`src/rtl/ysyx_22050518_shift_stage_pkg.sv`:
```
// ysyx_22050518_shift_stage_pkg: core-wide XLEN and shift op encodings shared with the decoder
package ysyx_22050518_shift_stage_pkg;
  localparam int XLEN = 64;
  typedef enum logic [2:0] {
    OP_SLL  = 3'd0,
    OP_SRL  = 3'd1,
    OP_SRA  = 3'd2,
    OP_RSV3 = 3'd3,
    OP_SLLW = 3'd4,
    OP_SRLW = 3'd5,
    OP_SRAW = 3'd6,
    OP_RSV7 = 3'd7
  } shift_op_e;
  function automatic logic op_reserved(input logic [2:0] op);
    return &op[1:0];
  endfunction
endpackage

```
`src/rtl/ysyx_22050518_shift_core.sv`:
```
// ysyx_22050518_shift_core: combinational 64-bit and W-form shifter
module ysyx_22050518_shift_core
  import ysyx_22050518_shift_stage_pkg::*;
(
  input  logic [2:0]      op,
  input  logic [XLEN-1:0] src0,
  input  logic [XLEN-1:0] src1,
  output logic [XLEN-1:0] result,
  output logic            illegal
);
  logic [XLEN-1:0] sll, srl, sra, r64;
  logic [31:0]     sllw, srlw, sraw, r32;
  // arithmetic shifts are kept as standalone assignments so signedness never leaks through a mux
  always_comb begin
    sll     = src0 << src1[5:0];
    srl     = src0 >> src1[5:0];
    sra     = $signed(src0) >>> src1[5:0];
    sllw    = src0[31:0] << src1[4:0];
    srlw    = src0[31:0] >> src1[4:0];
    sraw    = $signed(src0[31:0]) >>> src1[4:0];
    r64     = op[1] ? sra : op[0] ? srl : sll;
    r32     = op[1] ? sraw : op[0] ? srlw : sllw;
    illegal = op_reserved(op);
    result  = illegal ? '0 : op[2] ? {{32{r32[31]}}, r32} : r64;
  end
endmodule

```
`src/rtl/ysyx_22050518_shift_stage.sv`:
```
// ysyx_22050518_shift_stage: two-stage valid/ready shift pipeline with flush
module ysyx_22050518_shift_stage
  import ysyx_22050518_shift_stage_pkg::*;
#(
  parameter int TAG_W = 5
) (
  input  logic             clk,
  input  logic             rst,
  input  logic             in_valid,
  output logic             in_ready,
  input  logic [2:0]       in_op,
  input  logic [XLEN-1:0]  in_src0,
  input  logic [XLEN-1:0]  in_src1,
  input  logic [TAG_W-1:0] in_tag,
  input  logic             flush,
  output logic             out_valid,
  input  logic             out_ready,
  output logic [XLEN-1:0]  out_result,
  output logic [TAG_W-1:0] out_tag,
  output logic             out_illegal
);
  logic             s1_valid, s2_valid, s2_free, accept, advance;
  logic [2:0]       s1_op;
  logic [XLEN-1:0]  s1_src0, s1_src1, core_result;
  logic [TAG_W-1:0] s1_tag;
  logic             core_illegal;
  // handshake: S2 frees when empty or drained, S1 frees when empty or moving on
  always_comb begin
    s2_free   = !s2_valid || out_ready;
    in_ready  = !flush && (!s1_valid || s2_free);
    accept    = in_valid && in_ready;
    advance   = s1_valid && s2_free && !flush;
    out_valid = s2_valid;
  end
  ysyx_22050518_shift_core u_core (
    .op      (s1_op),
    .src0    (s1_src0),
    .src1    (s1_src1),
    .result  (core_result),
    .illegal (core_illegal)
  );
  // valid bits and S2 outputs; flush wins over any capture or advance
  always_ff @(posedge clk or posedge rst) begin
    if (rst) begin
      s1_valid    <= 1'b0;
      s2_valid    <= 1'b0;
      out_result  <= '0;
      out_tag     <= '0;
      out_illegal <= 1'b0;
    end else begin
      s1_valid <= flush ? 1'b0 : accept ? 1'b1 : advance ? 1'b0 : s1_valid;
      s2_valid <= flush ? 1'b0 : s2_free ? s1_valid : s2_valid;
      if (advance) begin
        out_result  <= core_result;
        out_tag     <= s1_tag;
        out_illegal <= core_illegal;
      end
    end
  end
  // S1 operand capture needs no reset since s1_valid qualifies it
  always_ff @(posedge clk) begin
    if (accept) begin
      s1_op   <= in_op;
      s1_src0 <= in_src0;
      s1_src1 <= in_src1;
      s1_tag  <= in_tag;
    end
  end
endmodule

```
`config.mk`:
```
export PLATFORM = sky130hd
export DESIGN_NAME = ysyx_22050518_shift_stage
export DESIGN_NICKNAME = d
export VERILOG_FILES = /design/src/rtl/ysyx_22050518_shift_stage_pkg.sv /design/src/rtl/ysyx_22050518_shift_core.sv /design/src/rtl/ysyx_22050518_shift_stage.sv
export SDC_FILE = /design/constraint.sdc
export NUM_CORES = 1
export LEC_CHECK = 0
export BUFFER_PORTS_ARGS = -buffer_cell sky130_fd_sc_hd__buf_2
export CAP_MARGIN = 20
export CORE_MARGIN = 5
export CORE_UTILIZATION = 30
export CTS_CLUSTER_SIZE = 30
export DETAILED_ROUTE_END_ITERATION = 7
export GPL_TIMING_DRIVEN = 0
export SETUP_SLACK_MARGIN = 0.3
export SYNTH_ARGS = -nofsm -noshare
export SYNTH_HDL_FRONTEND = slang
export SYNTH_HIERARCHICAL = 1
export SYNTH_SLANG_ARGS = --single-unit
```
`constraint.sdc`:
```
create_clock -name clk -period 31.6 [get_ports clk]
set_input_delay 6.32 -clock clk [delete_from_list [all_inputs] [get_ports clk]]
set_output_delay 6.32 -clock clk [all_outputs]
set_load 0.05 [all_outputs]
```
==> impl_metrics.csv <==
group,metric,value,unit
synthesis,synthesis.area_per_instance,9.42,um2
routing,drtAntennaViolNets,0,
global_routing,globalRouteOverflowTotal,0,
critical_path,worst_r2r_startpoint,"s1_src1[4]$_DFFE_PP_",
synthesis,mappedNetlistArea,17600,um2
worst_hold_path,min-delay-start,"s1_tag[4]$_DFFE_PP_",
sta,timing.final.max_slew_violations,0,
critical_path,highest_fanout_seen_on_the_critical_path,3,
sta,setup_viol_count_final,0,
sta,hold_slack,0.480,ns
cts,cts.sinks,150,
cts,cts_inserted_buffers,17,
critical_path,cp_required,25.28,ns
critical_path,arrival,7.00,ns
sta,slew_headroom,8.27,%
run_status,status,"finished clean",
critical_path,critPathCaptureType,"output port",
cts,post-cts-setup-buffers,0,
routing,wl_met3,20.7,mm
routing,postRouteWirelength,150,mm
cts,insertion_delay,0.50,ns
cells_and_area,final_common_cell,"sky130_fd_sc_hd__nand2_1",
sta,timing_worst_slew_pin_value,1.34,ns
cts,cts_tree,"yes",
place,port_buffers,154,
routing,detailroute.wirelength.met2,58.8,mm
cells_and_area,layout_common_cells,"sky130_fd_sc_hd__nand2_1, sky130_fd_sc_hd__buf_2, sky130_fd_sc_hd__nor2_1",
sta,grt_setup_unrepaired,"no",
routing,drt-met1-wl,54.3,mm
floorplan,placement_rows,88,
critical_path,regToRegEndpoint,"out_result[47]$_DFFE_PP0P_",
power_and_ir_drop,peak_ir_drop_on_the_vdd_network,0.0440,mV
critical_path,reg2reg_slack,25.62,ns
place,dpl.hpwl,118,mm
global_routing,gr-usage-all-layers,45.1,%
sta,max_clock_freq,75.1,MHz
power_and_ir_drop,leakage,7.77,nW
worst_hold_path,min_delay_worst_endpoint,"out_tag[4]$_DFFE_PP0P_",
global_routing,vias_in_the_first_global_route,19900,
cts,post_cts_repair_resize_count,0,
floorplan,design.portCount,213,
routing,dr.pass1.iters,8,
cts,cts_hold_repair.buffers,0,
global_routing,first_pass_grt_wire_length,192,mm
routing,vias_per_cell,7.58,
global_routing,largest_net_degree_at_the_start_of_global_routing,73,
routing,route.vias.total,21700,
cells_and_area,fillerInstances,5986,
job,max-cap-violations,0,
cells_and_area,drive_gt1_share,30.0,%
sta,tns,0,ns
cts,cts_max_level,4,
power_and_ir_drop,power-per-cell-area,43.3,nW/um2
synthesis,synthCells,1864,
place,routabilityCongestion,1.17,
routing,route.top_layer_used,"met5",
floorplan,fp.dieW,252,um
cells_and_area,post-route-cell-area,20300,um2
cells_and_area,area_growth_syn_to_layout,15.5,%
worst_hold_path,hp_class,"reg2reg",
global_routing,initial_antenna_violation_count,11,
floorplan,core_region_area,57800,um2
cts,clk_transition_reported_paths,0.07,ns
sta,finClkSkew,0.0163,ns
cells_and_area,final_net_count,2211,
critical_path,r2r_cells,9,
critical_path,setup.worst_path.class,"in2out",
routing,route.detailed.wl_per_inst,52.4,um
synthesis,yosys_warnings,6,
floorplan,die_height,252,um
cells_and_area,final_util,35.1,%
sta,hold_violations,0,
place,postPlaceCellArea,19600,um2
synthesis,postSynthNetCount,2005,
sta,finalWorstPathRequiredPeriod,13.32,ns
critical_path,critical_path.startpoint_type,"input pin",
sta,min_period_over_period,42.1,%
routing,drc_errors,0,
floorplan,initial_utilization,30.4,%
cts,clock_path_buffers,2,
routing,dr.first_iter.drc_count,4568,
floorplan,fp.dieArea,63500,um2
worst_hold_path,holdPathStages,1,
cts,clk_root_buffer_cell,"sky130_fd_sc_hd__clkbuf_16",
-- area by class of cell --
type / instances / area (um2) / area share (%)
clock inverters: 11 / 110 / 0.543
clock buffers: 21 / 475 / 2.34
well taps: 765 / 957 / 4.72
flip-flops and latches: 150 / 4140 / 20.4
plain buffers: 195 / 1030 / 5.08
repair buffers: 187 / 1120 / 5.50
diodes: 9 / 22.5 / 0.111
multi-input cells: 1506 / 12400 / 61.0
inverters: 13 / 51.3 / 0.253
-- per-layer routing --
| metal | vias up | track usage [%] |
|---|---|---|
| met2 | 2388 | 62.7 |
| met5 | - | 0 |
| met1 | 10800 | 54.9 |
| met3 | 767 | 19.5 |
| met4 | 12 | 34.1 |
| li1 | 7744 | - |
-- registers in the layout, summed over array words and instances (netlist names) --
| register | cells |
|---|---|
| out_tag | 5 |
| out_illegal | 1 |
| s1_op | 3 |
| out_valid | 1 |
| out_result | 64 |
| s1_src0 | 64 |
| s1_tag | 5 |
| s1_valid | 1 |
| s1_src1 | 6 |
-- power by group --
part	internal, mW	switching, mW
clock network	0.117	0.0995
registers	0.231	0.0189
logic	0.112	0.300
total	0.460	0.419
-- per-stage QoR --
step / cells / worst slack [ns] / power, mW
2_1_floorplan: 1864 / 18.13 / 0.472
3_3_place_gp: 2783 / 16.46 / 0.637
3_5_place_dp: 2812 / 18.29 / 0.639
4_1_cts: 2844 / 18.28 / 0.858
5_1_grt: 2848 / 18.23 / 0.885
6_report: 2857 / 18.28 / 0.878
-- critical path, stage by stage --
cell and delay, ns:
sky130_fd_sc_hd__buf_2 0.11, sky130_fd_sc_hd__and3b_1 0.21, sky130_fd_sc_hd__nor2_1 0.09, sky130_fd_sc_hd__buf_2 0.26
-- worst max path at each step --
stage	endpoint	cells past startpoint	from	slack (ns)
finish	in_ready	4	out_ready	18.28
global route	in_ready	4	out_ready	18.23
CTS	in_ready	4	out_ready	18.28
detailed placement	in_ready	4	out_ready	18.29
global placement	s1_src0[38]$_DFFE_PP_	3	out_ready	16.46
floorplan	in_ready	2	out_ready	18.13
Note: power is estimated with default switching activity, not from simulation.
